### src/rtl/fpu_addsub_core.sv
// Multi-cycle IEEE-754 single-precision add/subtract core fed by the FPU pre-normalisation stage.
// Flow: capture -> align -> add/sub -> normalise (one left shift per cycle) -> round-to-nearest-even -> done.
module fpu_addsub_core #(
    parameter int NORM_MAX = 26
) (
    input  logic        clk_i,
    input  logic        rst_i,
    input  logic        start_i,
    input  logic [32:0] pre_a_i,
    input  logic [32:0] pre_b_i,
    input  logic [2:0]  exception_i,
    output logic        ready_o,
    output logic        done_o,
    output logic [31:0] result_o,
    output logic        overflow_o,
    output logic        underflow_o,
    output logic        invalid_o,
    output logic        inexact_o
);
    localparam int CNT_W = $clog2(NORM_MAX + 1);
    localparam logic [31:0] QNAN = 32'h7FC0_0000;

    typedef enum logic [2:0] {IDLE, ALIGN, ADD, NORM, ROUND, DONE} state_t;
    state_t state, state_nxt;

    logic             sign_a, sign_b, sign_r, eff_sub;
    logic [7:0]       exp_a, exp_b;
    logic [23:0]      man_a, man_b;
    logic [9:0]       exp_r;
    logic [26:0]      ma_r, mb_r;
    logic [27:0]      mant_r;
    logic [CNT_W-1:0] shift_cnt;

    logic        a_big;
    logic [7:0]  big_exp, small_exp;
    logic [23:0] big_man, small_man;
    logic [27:0] sum;
    logic        sum_zero, norm_flush, grs, rnd_ovf;
    logic [24:0] rnd;
    logic [9:0]  rnd_exp;
    logic [31:0] rnd_res, spec_res;
    logic        spec_inv;

    // Right shift that folds every bit pushed past the LSB into the sticky position.
    function automatic logic [26:0] align_shift(input logic [26:0] m, input logic [7:0] d);
        logic [26:0] mask;
        if (d >= 8'd27) return {26'd0, |m};
        mask = (27'd1 << d) - 27'd1;
        return (m >> d) | {26'd0, |(m & mask)};
    endfunction

    function automatic logic [24:0] round_rne(input logic [26:0] m);
        logic inc;
        inc = m[2] & (m[1] | m[0] | m[3]);
        return {1'b0, m[26:3]} + {24'd0, inc};
    endfunction

    always_comb begin
        spec_res = QNAN;
        spec_inv = 1'b1;
        case (exception_i)
            3'd1: begin spec_res = {pre_a_i[32:24], pre_a_i[22:0]}; spec_inv = 1'b0; end
            3'd2: begin spec_res = {pre_b_i[32:24], pre_b_i[22:0]}; spec_inv = 1'b0; end
            3'd3: if (pre_a_i[32] == pre_b_i[32]) begin
                spec_res = {pre_a_i[32], 8'hFF, 23'd0};
                spec_inv = 1'b0;
            end
            default: ;
        endcase
    end

    always_comb begin
        a_big     = {exp_a, man_a} >= {exp_b, man_b};
        big_exp   = a_big ? exp_a : exp_b;
        small_exp = a_big ? exp_b : exp_a;
        big_man   = a_big ? man_a : man_b;
        small_man = a_big ? man_b : man_a;
        sum       = eff_sub ? ({1'b0, ma_r} - {1'b0, mb_r}) : ({1'b0, ma_r} + {1'b0, mb_r});
        sum_zero  = (sum == 28'd0);
        // A shift that would take the exponent to 0 means the result is subnormal.
        norm_flush = (exp_r <= 10'd1) || (shift_cnt == CNT_W'(NORM_MAX));
        rnd       = round_rne(mant_r[26:0]);
        rnd_exp   = exp_r + {9'd0, rnd[24]};
        grs       = |mant_r[2:0];
        rnd_ovf   = (rnd_exp >= 10'd255);
        rnd_res   = rnd_ovf ? {sign_r, 8'hFF, 23'd0}
                  : {sign_r, rnd_exp[7:0], (rnd[24] ? rnd[23:1] : rnd[22:0])};
    end

    always_ff @(posedge clk_i) begin
        if (rst_i) state <= IDLE;
        else       state <= state_nxt;
    end

    always_comb begin
        state_nxt = state;
        ready_o   = 1'b0;
        done_o    = 1'b0;
        case (state)
            IDLE: begin
                ready_o = 1'b1;
                if (start_i) state_nxt = (exception_i == 3'd0) ? ALIGN : DONE;
            end
            ALIGN: state_nxt = ADD;
            ADD:   state_nxt = sum_zero ? DONE : NORM;
            NORM: begin
                if (mant_r[27] || mant_r[26]) state_nxt = ROUND;
                else if (norm_flush)          state_nxt = DONE;
            end
            ROUND: state_nxt = DONE;
            DONE: begin
                done_o    = 1'b1;
                state_nxt = IDLE;
            end
            default: state_nxt = IDLE;
        endcase
    end

    always_ff @(posedge clk_i) begin
        case (state)
            // capture: denormal operands are flushed to zero here
            IDLE: if (start_i) begin
                sign_a <= pre_a_i[32];
                sign_b <= pre_b_i[32];
                exp_a  <= pre_a_i[31:24];
                exp_b  <= pre_b_i[31:24];
                man_a  <= (pre_a_i[31:24] == 8'd0) ? 24'd0 : pre_a_i[23:0];
                man_b  <= (pre_b_i[31:24] == 8'd0) ? 24'd0 : pre_b_i[23:0];
            end
            // align: larger magnitude first, smaller shifted into {G,R,S}
            ALIGN: begin
                sign_r  <= a_big ? sign_a : sign_b;
                eff_sub <= sign_a ^ sign_b;
                exp_r   <= {2'b00, big_exp};
                ma_r    <= {big_man, 3'b000};
                mb_r    <= align_shift({small_man, 3'b000}, big_exp - small_exp);
            end
            // add/sub
            ADD: begin
                mant_r    <= sum;
                shift_cnt <= '0;
            end
            // normalise
            NORM: begin
                if (mant_r[27]) begin
                    mant_r <= {1'b0, mant_r[27:2], |mant_r[1:0]};
                    exp_r  <= exp_r + 10'd1;
                end else if (!mant_r[26] && !norm_flush) begin
                    mant_r    <= {mant_r[26:0], 1'b0};
                    exp_r     <= exp_r - 10'd1;
                    shift_cnt <= shift_cnt + 1'b1;
                end
            end
            default: ;
        endcase
    end

    always_ff @(posedge clk_i) begin
        if (rst_i) begin
            result_o    <= '0;
            overflow_o  <= 1'b0;
            underflow_o <= 1'b0;
            invalid_o   <= 1'b0;
            inexact_o   <= 1'b0;
        end else begin
            case (state)
                IDLE: if (start_i && exception_i != 3'd0) begin
                    result_o    <= spec_res;
                    overflow_o  <= 1'b0;
                    underflow_o <= 1'b0;
                    invalid_o   <= spec_inv;
                    inexact_o   <= 1'b0;
                end
                ADD: if (sum_zero) begin
                    result_o    <= {sign_r & ~eff_sub, 31'd0};
                    overflow_o  <= 1'b0;
                    underflow_o <= 1'b0;
                    invalid_o   <= 1'b0;
                    inexact_o   <= 1'b0;
                end
                NORM: if (!mant_r[27] && !mant_r[26] && norm_flush) begin
                    result_o    <= {sign_r, 31'd0};
                    overflow_o  <= 1'b0;
                    underflow_o <= 1'b1;
                    invalid_o   <= 1'b0;
                    inexact_o   <= 1'b1;
                end
                ROUND: begin
                    result_o    <= rnd_res;
                    overflow_o  <= rnd_ovf;
                    underflow_o <= 1'b0;
                    invalid_o   <= 1'b0;
                    inexact_o   <= rnd_ovf | grs;
                end
                default: ;
            endcase
        end
    end
endmodule

### config.mk
export PLATFORM = sky130hd
export DESIGN_NAME = fpu_addsub_core
export DESIGN_NICKNAME = d
export VERILOG_FILES = /design/src/rtl/fpu_addsub_core.sv
export SDC_FILE = /design/constraint.sdc
export NUM_CORES = 1
export LEC_CHECK = 0
export ABC_AREA = 1
export ABC_CLOCK_PERIOD_IN_PS = 5540
export BUFFER_PORTS_ARGS = -buffer_cell sky130_fd_sc_hd__buf_2
export CAP_MARGIN = 30
export CORE_UTILIZATION = 60
export CTS_CLUSTER_SIZE = 30
export DETAILED_ROUTE_END_ITERATION = 6
export HOLD_SLACK_MARGIN = 0.1
export PLACE_DENSITY = 0.79
export SYNTH_ARGS = -nofsm -noshare
export SYNTH_HDL_FRONTEND = slang
export SYNTH_SLANG_ARGS = --single-unit
export TNS_END_PERCENT = 100
### constraint.sdc
create_clock -name clk_i -period 5.54 [get_ports clk_i]
set_clock_uncertainty 0.1 [all_clocks]
set_input_delay 0.831 -clock clk_i [delete_from_list [all_inputs] [get_ports clk_i]]
set_output_delay 0.831 -clock clk_i [all_outputs]
set_load 0.02 [all_outputs]
# After elaboration in Yosys (flattened, before gate mapping)
# Cells that the tools add are included.
dict set report word_totals {
  register_bits 201
  inputBits 72
}
dict set report op_classes {
  add_sub_neg 9
  n_lt_le_gt_ge 4
  n_eq_ne 18
  shift 2
  mux 46
  n_bitwise 9
  reduce_logical 29
}
# cell count
set ops {}
lappend ops {{two-way mux 32 bit} 4}
lappend ops {{case mux 32 bit (4 select lines)} 1}
lappend ops {{case mux 32 bit (3 select lines)} 1}
lappend ops {{two-way mux 28 bit} 3}
lappend ops {{case mux 28 bit (2 select lines)} 1}
lappend ops {{two-way mux 27 bit} 2}
lappend ops {{two-way mux 24 bit} 2}
lappend ops {{>= comparator 32 bit} 1}
lappend ops {{two-way mux 31 bit} 1}
lappend ops {{adder 27 x 27 -> 28 bit} 1}
lappend ops {{logical NOT 28 bit} 1}
lappend ops {{subtractor 27 x 27 -> 28 bit} 1}
lappend ops {{AND 27 bit} 1}
lappend ops {{OR 27 x 1 -> 27 bit} 1}
lappend ops {{OR reduction 27 bit} 1}
lappend ops {{left shift 1 x 8 -> 27 bit (first input constant)} 1}
lappend ops {{>> shifter 27 x 8 -> 27 bit} 1}
lappend ops {{subtractor 27 x 1 -> 27 bit (second input constant)} 1}
lappend ops {{adder 24 x 1 -> 25 bit} 1}
lappend ops {{OR reduction 24 bit} 1}
lappend ops {{two-way mux 23 bit} 1}
lappend ops {{two-way mux 10 bit} 2}
lappend ops {{case mux 10 bit (2 select lines)} 1}
lappend ops {{logical NOT 8 bit} 2}
lappend ops {{39 further kinds} 84}

# Depth between registers and ports, before layout
# Gate-level depths: netlist of run 1.
dict set report logic_depth {
  ltp_word 9
  ltp_mapped 35
  depth_no_buf 35
}

# Worst setup path before layout of run 1
# No wires, ideal clock.
dict set report synth_timing {
  path_type {reg2reg}
  from {reg state[0]}
  to {reg exp_a[0], enable pin}
  setup_ps 491
  arrival_ps 3771
  required_ps 4949
  path_slack_ps 1179
  path_stages_with_launch 6
  n_path_buf 0
  path_cell_list {dfxtp_1 nor2_1 inv_1 nor2_1 inv_1 nor2_1}
}
dict set report synth_via {
  elab_chain_cells 2
}
# element line_no
set synth_rtl {}
lappend synth_rtl {{start, declared} 24} ;# state_t state, state_nxt;
lappend synth_rtl {{start signal, assigned} 92} ;# else state <= state_nxt;
lappend synth_rtl {{logical NOT 3 bit} 120} ;# case (state)
lappend synth_rtl {{AND reduction 2 bit (no source line)} n/a}
lappend synth_rtl {{end signal, assigned} 125} ;# exp_a <= pre_a_i[31:24];
lappend synth_rtl {{end, declared} 27} ;# logic [7:0] exp_a, exp_b;
# No other way between the ends.
# A chain may end at the register's enable or synchronous reset.

# Worst setup path after layout of run 1
dict set report layout_timing {
  from {reg man_a[7]}
  to {reg mb_r[0], data pin}
}
dict set report layout_via {
  elab_chain_cells 9
  word_cells_on_any_way 17
}
# element line_no
set layout_rtl {}
lappend layout_rtl {{start, declared} 28} ;# logic [23:0] man_a, man_b;
lappend layout_rtl {{start signal, assigned} 127} ;# man_a <= (pre_a_i[31:24] == 8'd0) ? 24'd0 : pre_a_i[23:0];
lappend layout_rtl {{>= comparator 32 bit} 73} ;# a_big = {exp_a, man_a} >= {exp_b, man_b};
lappend layout_rtl {{two-way mux 8 bit, on equally long branches} {74, 75}}
lappend layout_rtl {{subtractor 8 bit} 136} ;# mb_r <= align_shift({small_man, 3'b000}, big_exp - small_exp);
lappend layout_rtl {{left shift 1 x 8 -> 27 bit} 48} ;# mask = (27'd1 << d) - 27'd1;
lappend layout_rtl {{subtractor 27 x 1 -> 27 bit} 48}
lappend layout_rtl {{AND 27 bit} 49} ;# return (m >> d) | {26'd0, |(m & mask)};
lappend layout_rtl {{OR reduction 27 bit} 49}
lappend layout_rtl {{OR 27 x 1 -> 27 bit} 49}
lappend layout_rtl {{two-way mux 27 bit (*)} 48}
lappend layout_rtl {{end signal, assigned} 136}
lappend layout_rtl {{end, declared} 30} ;# logic [26:0] ma_r, mb_r;
# Every way passes the cells marked *; elsewhere a longest branch is shown, timed or not. The select of a mux whose other input is x is not followed.

==> out/metrics.json, run 1 <==
{
  "cts_inserted_buffers": 24,
  "post-route-util": 0.678,
  "run_status": "finished clean",
  "detail_route.drc_violations": 0,
  "grt_start_max_net_pins": 68,
  "worst_hold_path_type": "flip-flop to flip-flop",
  "overflow_left_after_global_routing": 0,
  "die-width_um": 165,
  "drive_gt1_frac": 0.103,
  "firstDrtPassIters": 6,
  "finalHoldViolCount": 0,
  "rsz_0062_raised_after_global_routing": "false",
  "fin_setup_tns_ns": 0,
  "area_growth_syn_to_layout_pct": 11.2,
  "ios": 110,
  "critical_path.max_fanout": 39,
  "postSynthAreaPerCell_um2": 7.15,
  "hold_path.startpoint": "result_o[10]$_SDFFE_PP0P_",
  "power_density_nw_per_um2": 732,
  "clkLatencyLatePin_ns": 0.52,
  "most_common_library_cell_in_the_layout_ignoring_fill_and_taps": "sky130_fd_sc_hd__nand2_1",
  "slew-limit-headroom": 0.277,
  "final-setup-viol-count": 0,
  "final.period_utilization": 0.914,
  "core-area_um2": 26000,
  "detailroute.via_count": 16139,
  "fp.dieH_um": 165,
  "num-nets-final": 2448,
  "regToRegSetupSlack_ns": 0.47,
  "timing.max_cap.violations": 0,
  "vias_per_cell": 6.12,
  "clock_tree.root_cell": "sky130_fd_sc_hd__clkbuf_16",
  "hold_slack_ns": 0.374,
  "n_antenna_cell": 0,
  "setup.worst_path.end_class": "flip-flop",
  "floorplan.initialDensity": 0.610,
  "grt_first_pass_wirelength_um": 79900,
  "cp_slowest_stage_delay_ns": 0.42,
  "part_of_the_yosys_area_used_for_sequential_elements": 0.356,
  "synth_edf_count": 162,
  "first_global_vias": 14626,
  "timing.critical_path.from": "man_a[7]$_SDFFCE_PN0P_",
  "antenna_found_initial": 1,
  "synth.lib_cells_used.distinct": 64,
  "worst_r2r_path_depth": 25,
  "cts_tree": "yes",
  "wl_um": 52600,
  "post_layout_worst_setup_margin_ns": 0.475,
  "initialDrtViolationCount": 2019,
  "drt.antenna.violating_nets": 0,
  "io_buffer_count": 109,
  "rr_startpoint": "man_a[7]$_SDFFCE_PN0P_",
  "grt_util_all_layers": 0.388,
  "floorplan.die_area_um2": 27100,
  "avgRoutedWirePerCell_um": 19.9,
  "dpl.hpwl_um": 41000,
  "final_report_max_slew_violation_count": 0,
  "crit_slowest_cell": "sky130_fd_sc_hd__edfxtp_1",
  "rows": 59,
  "cts_hold_buffers": 0,
  "max_freq_ghz": 0.197,
  "pre_cts_setup_slack_ns": 0.634,
  "ir_drop_mv": 0.435,
  "max-clock-path-buffers": 3,
  "timing.hold.worst_endpoint": "result_o[10]$_SDFFE_PP0P_",
  "post_synth_arst_share": 0,
  "whs_path_depth": 2,
  "clk_pin_slew_worst_paths_ns": 0.06,
  "period_needed_ns": 5.07,
  "final_cell_mix": "sky130_fd_sc_hd__nand2_1 (462), sky130_fd_sc_hd__inv_1 (304), sky130_fd_sc_hd__nor2_1 (285), sky130_fd_sc_hd__edfxtp_1 (162), sky130_fd_sc_hd__a21oi_1 (139)",
  "regToRegEndpoint": "mb_r[0]$_DFFE_PP_",
  "timing.critical_path.mode_cell": "sky130_fd_sc_hd__nand2_1",
  "worst_ep_required_time_ns": 5.70,
  "postSynthNetCount": 2381,
  "postSynthRegisterBits": 201,
  "post_synth_instance_area_um2": 15800,
  "yosys_warnings": 0,
  "power.static_leakage_nw": 8.21,
  "place.gp.congestion": 1.01,
  "max_slew.worst_pin.slew_ns": 1.08,
  "post-cts-setup-buffer-count": 0,
  "number_of_h_tree_levels": 1,
  "criticalPathCategory": "flip-flop to flip-flop",
  "start_kind": "flip-flop",
  "clock_sink_count": 201,
  "syn_inst": 2217,
  "worstPathArrival_ns": 5.23,
  "synth_ff_type": "sky130_fd_sc_hd__edfxtp_1"
}
worst max-delay path, delay by kind of cell, from the launching register on:
family,cells,cell delay (ns)
AO/OA/AOI/OAI,2,0.32
XOR/XNOR,1,0.15
adder cells (fa/ha/maj),2,0.52
buffers and inverters,3,0.59
flip-flops,1,0.42
AND/OR/NAND/NOR,17,2.70
how the worst max path moves through the flow:
stage / endpoint / slack [ns] / cells past startpoint
after floorplan: exp_a[0]$_DFFE_PP_ / 1.18 / 5
after global placement: mb_r[0]$_DFFE_PP_ / 0.61 / 27
after detailed placement: result_o[17]$_SDFFE_PP0P_ / 0.63 / 30
after CTS: result_o[17]$_SDFFE_PP0P_ / 0.53 / 30
after global routing: result_o[15]$_SDFFE_PP0P_ / 0.08 / 30
final: mb_r[0]$_DFFE_PP_ / 0.47 / 25
stage by stage:
stage	area [um2]	instances	total power, W
after floorplan	15800	2217	0.00859
after global placement	16600	2590	0.0107
after detailed placement	16700	2593	0.0109
after CTS	17600	2637	0.0127
after global routing	17600	2637	0.0138
final	17600	2637	0.0129
where the power goes:
group | internal [W] | leakage [nW] | switching (W)
Sequential | 0.00244 | 1.83 | 0.000399
Clock | 0.00114 | 0.436 | 0.000662
Combinational | 0.00254 | 5.94 | 0.00572
Total | 0.00612 | 8.21 | 0.00678
Yosys cell counts (all sizes together), types with 3 or more instances:
master	n	area, um2
xor2	43	384
o21a	6	45.0
a32oi	6	52.6
o22ai	36	225
inv	311	1170
nand3	139	728
a31oi	14	87.6
or2	16	100
o21bai	16	120
nor4	14	93.8
o2111ai	3	26.3
a22oi	11	82.6
dfxtp	39	781
a21oi	143	731
edfxtp	162	4860
mux2i	5	62.6
nand4	33	206
nor2	300	1160
o211ai	12	90.1
nand2	470	1800
nor3	22	115
xnor2	8	88.8
clkbuf	75	282
buf	21	111
o21ai	160	805
nand3b	4	30.0
ha	91	1140
clkinv	3	11.3
a21o	6	45.0
o221ai	27	236
state kept, by name, indices dropped and copies added, names as in the netlist, 3 cells and up:
signal	cells
result_o	32
mant_r	28
mb_r	27
ma_r	24
man_a	24
man_b	24
exp_r	10
exp_a	8
exp_b	8
shift_cnt	5
state	3
logic make-up after synthesis:
family	synth area share
compound gates	0.168
xor+xnor	0.0298
fa+ha+maj	0.0731
buf+inv	0.0992
flops	0.356
mux	0.00395
simple gates	0.270
metal layers:
layer / part of all wire / global-route usage / vias to the layer above / wire, um
li1: - / - / 7575 / -
met1: 0.41 / 0.538 / 7565 / 21700
met2: 0.43 / 0.592 / 876 / 22800
met3: 0.10 / 0.0618 / 123 / 5350
met4: 0.051 / 0.182 / 0 / 2680
met5: 0 / 0 / - / 0
layout make-up:
type | count | area (um2)
clock buffers | 30 | 664
clock inverters | 14 | 240
inverters | 314 | 1180
repair buffers | 137 | 796
flip-flops and latches | 201 | 5650
well taps | 335 | 419
fillers | 2240 | 8370
multi-input cells | 1606 | 8670
repair_timing:
item | 4_1_cts | 5_1_grt
hold endpoints to repair | 0 | 0
endpoints found under the setup margin | 0 | 16
resized for setup | 0 | 2
Note: power is estimated with default switching activity, not from simulation.
==> run 2: changes to the inputs <==
ABC_AREA = 0   (was 1)
BUFFER_PORTS_ARGS = unset   (was -buffer_cell sky130_fd_sc_hd__buf_2)
DONT_BUFFER_PORTS = 1   (was unset)
PLACE_DENSITY = 0.76   (was 0.79)
==> run 2 against run 1 <==
Clock-buffer cell count rose by 1; via count fell by 10%; largest cell class unchanged; sequential power fell by 23%; non-clock buffer count fell by 92; area after synthesis fell by 1.7%; die area fell by 1.7%; clock power fell by 16%.
==> out/metrics.json, run 2 <==
{
  "run_status": "finished clean",
  "yosys_warnings": 0,
  "worstPathArrival_ns": 5.40,
  "fin_setup_tns_ns": 0,
  "largest-register": "result_o",
  "finalHoldViolCount": 0,
  "io_buffer_count": 0,
  "worstPathCellList": "inv_1, ha_1, and3_1, o21ai_0, a21oi_1, o41ai_4, buf_4, nand2_4, buf_4, and3_1, o41a_1, xor2_1, o311ai_1, a211oi_1, nand4_1, nor4_1, o221ai_1",
  "post-route-util": 0.663,
  "placedCellCount": 2065,
  "initialDrtViolationCount": 2036,
  "final_cell_mix": "sky130_fd_sc_hd__nor2_1 (175), sky130_fd_sc_hd__edfxtp_1 (162), sky130_fd_sc_hd__nand2_1 (151), sky130_fd_sc_hd__o21ai_0 (146), sky130_fd_sc_hd__a21oi_1 (113)",
  "synth.lib_cells_used.distinct": 90,
  "period_needed_ns": 5.26,
  "stdcell_count": 2108,
  "power.static_leakage_nw": 6.39,
  "place.gp.congestion": 1.05,
  "synth_ff_type": "sky130_fd_sc_hd__edfxtp_1",
  "worst_r2r_path_depth": 17,
  "ff_latch_area_um2": 5650,
  "antenna_found_initial": 1,
  "firstDrtPassIters": 7,
  "cts_tree": "yes",
  "part_of_the_yosys_area_used_for_sequential_elements": 0.362,
  "cpLargestDelayFamily": "compound AO/OA/AOI/OAI gates",
  "netlist_top_cells_count": "sky130_fd_sc_hd__nor2_1 (180), sky130_fd_sc_hd__edfxtp_1 (162), sky130_fd_sc_hd__nand2_1 (151), sky130_fd_sc_hd__o21ai_0 (146), sky130_fd_sc_hd__a21oi_1 (114)",
  "synth_xor_xnor_area_share": 0.0342,
  "postSynthRegisterBits": 201,
  "largest_register_ffs": 32,
  "detailroute.via_count": 14456,
  "clk_pin_slew_worst_paths_ns": 0.06,
  "floorplan.initialDensity": 0.615,
  "cts_inserted_buffers": 22,
  "final.fill_count": 2080,
  "synth_largest_area_cell": "sky130_fd_sc_hd__edfxtp_1",
  "synth_top_family_by_area": "compound AO/OA/AOI/OAI gates",
  "synth_mux_area_frac": 0.0629,
  "area_taken_by_multi_input_logic_gates_um2": 9170,
  "die-width_um": 163,
  "rsz_0062_raised_after_global_routing": "false",
  "avgRoutedWirePerCell_um": 24.2,
  "worst_hold_path_type": "input pin to flip-flop",
  "post_synth_instance_area_um2": 15600,
  "synth.top_cells.by_area": "sky130_fd_sc_hd__edfxtp_1 (31%), sky130_fd_sc_hd__ha_1 (7.3%), sky130_fd_sc_hd__dfxtp_1 (5.0%)",
  "max_freq_ghz": 0.190,
  "number_of_h_tree_levels": 1,
  "crit_cells": 17,
  "whs_path_depth": 1,
  "timing.max_cap.violations": 0,
  "num-nets-final": 1926,
  "postSynthNetCount": 1960,
  "floorplan.die_area_um2": 26600,
  "area_fraction_in_compound_gates_after_synthesis": 0.221,
  "drt.antenna.violating_nets": 0,
  "synth_edf_count": 162,
  "n_antenna_cell": 0,
  "timing.critical_path.from": "man_b[10]$_SDFFCE_PN0P_",
  "setup.worst_path.end_class": "flip-flop",
  "grt_start_max_net_pins": 58,
  "rr_startpoint": "man_b[10]$_SDFFCE_PN0P_",
  "final_report_max_slew_violation_count": 0,
  "max_slew.worst_pin.slew_ns": 1.02,
  "drive_gt1_frac": 0.0720,
  "post_synth_and_or_nand_nor_area_fraction": 0.192,
  "clock_sink_count": 201,
  "postSynthAreaPerCell_um2": 8.67,
  "synthMostInstantiatedCell": "sky130_fd_sc_hd__nor2_1",
  "start_kind": "flip-flop",
  "fp.dieH_um": 163,
  "criticalPathCategory": "flip-flop to flip-flop",
  "clock_tree.root_cell": "sky130_fd_sc_hd__clkbuf_16",
  "max-clock-path-buffers": 3,
  "hold_path.startpoint": "rst_i",
  "overflow_left_after_global_routing": 0,
  "dpl.hpwl_um": 39500,
  "synth_top_area_share": 0.312,
  "final.period_utilization": 0.950,
  "ir_drop_mv": 0.383,
  "final-setup-viol-count": 0,
  "grt_util_all_layers": 0.379,
  "crit_slowest_cell": "sky130_fd_sc_hd__xor2_1",
  "ios": 110,
  "critical_path.max_fanout": 22,
  "syn_inst": 1796,
  "cp_slowest_stage_delay_ns": 0.60,
  "area_growth_syn_to_layout_pct": 7.84,
  "grt_first_pass_wirelength_um": 77000,
  "post_synth_arst_share": 0,
  "rows": 58,
  "detail_route.drc_violations": 0,
  "adder_cell_share_of_the_synthesized_area": 0.0744,
  "wl_um": 51000,
  "layout_top_registers": "result_o (32), mant_r (28), mb_r (27)",
  "core-area_um2": 25300,
  "path_buf_inv": 3,
  "worst_ep_required_time_ns": 5.68,
  "power_density_nw_per_um2": 414,
  "regToRegSetupSlack_ns": 0.28,
  "first_global_vias": 13321,
  "clkLatencyLatePin_ns": 0.50,
  "most_common_library_cell_in_the_layout_ignoring_fill_and_taps": "sky130_fd_sc_hd__nor2_1",
  "slew-limit-headroom": 0.309,
  "vias_per_cell": 6.86
}
[run 2: layout make-up]
class	instances	share of cell area
inverter	112	0.0250
sequential	201	0.336
tap	330	0.0246
timing repair buffer	45	0.0238
clock inverter	9	0.00640
clock buffer	31	0.0384
multi-input combinational	1380	0.546
[run 2: routing by layer]
metal,vias to the layer above,global-route usage,share of wire
met5,-,0,0.00026
met4,2,0.153,0.044
met3,146,0.0703,0.10
met2,858,0.625,0.47
met1,6876,0.490,0.38
li1,6574,-,-
[run 2: worst paths after layout]
check / endpoint
hold / removal: result_o[3]$_SDFFE_PP0P_
hold reg to reg: overflow_o$_SDFFE_PP0P_
setup / recovery: mb_r[0]$_DFFE_PP_
setup reg to reg: mb_r[0]$_DFFE_PP_
[run 2: per-stage QoR]
step                      setup WS, ns  instance area (um2)  total power (W)  hold slack (ns)
after detailed placement         0.113                16000          0.00533            0.469
final                            0.277                16800          0.00696            0.292
after global routing            0.0123                16800          0.00729            0.277
after floorplan                  0.852                15600          0.00437            0.431
after CTS                       0.0651                16700          0.00684            0.280
after global placement           0.198                15900          0.00530            0.470
[run 2: logic make-up (layout without fill, tap and decap cells)]
group / after synthesis / count (layout)
mux: 90 / 90
simple gates: 616 / 616
fa+ha+maj: 92 / 92
flops: 201 / 201
buf+inv: 215 / 197
compound gates: 522 / 522
xor+xnor: 60 / 60
[run 2: timing repair]
| action | in CTS | in global routing |
|---|---|---|
| hold buffers | 0 | 0 |
| endpoints found under the setup margin | 0 | 6 |
| buffers inserted | 0 | 2 |
| gates resized for setup | 0 | 6 |
[run 2: where the power goes]
group          total [W]  internal, W  switching, W
Clock            0.00152     0.000910      0.000608
Combinational    0.00327      0.00114       0.00213
Sequential       0.00218      0.00193      0.000249
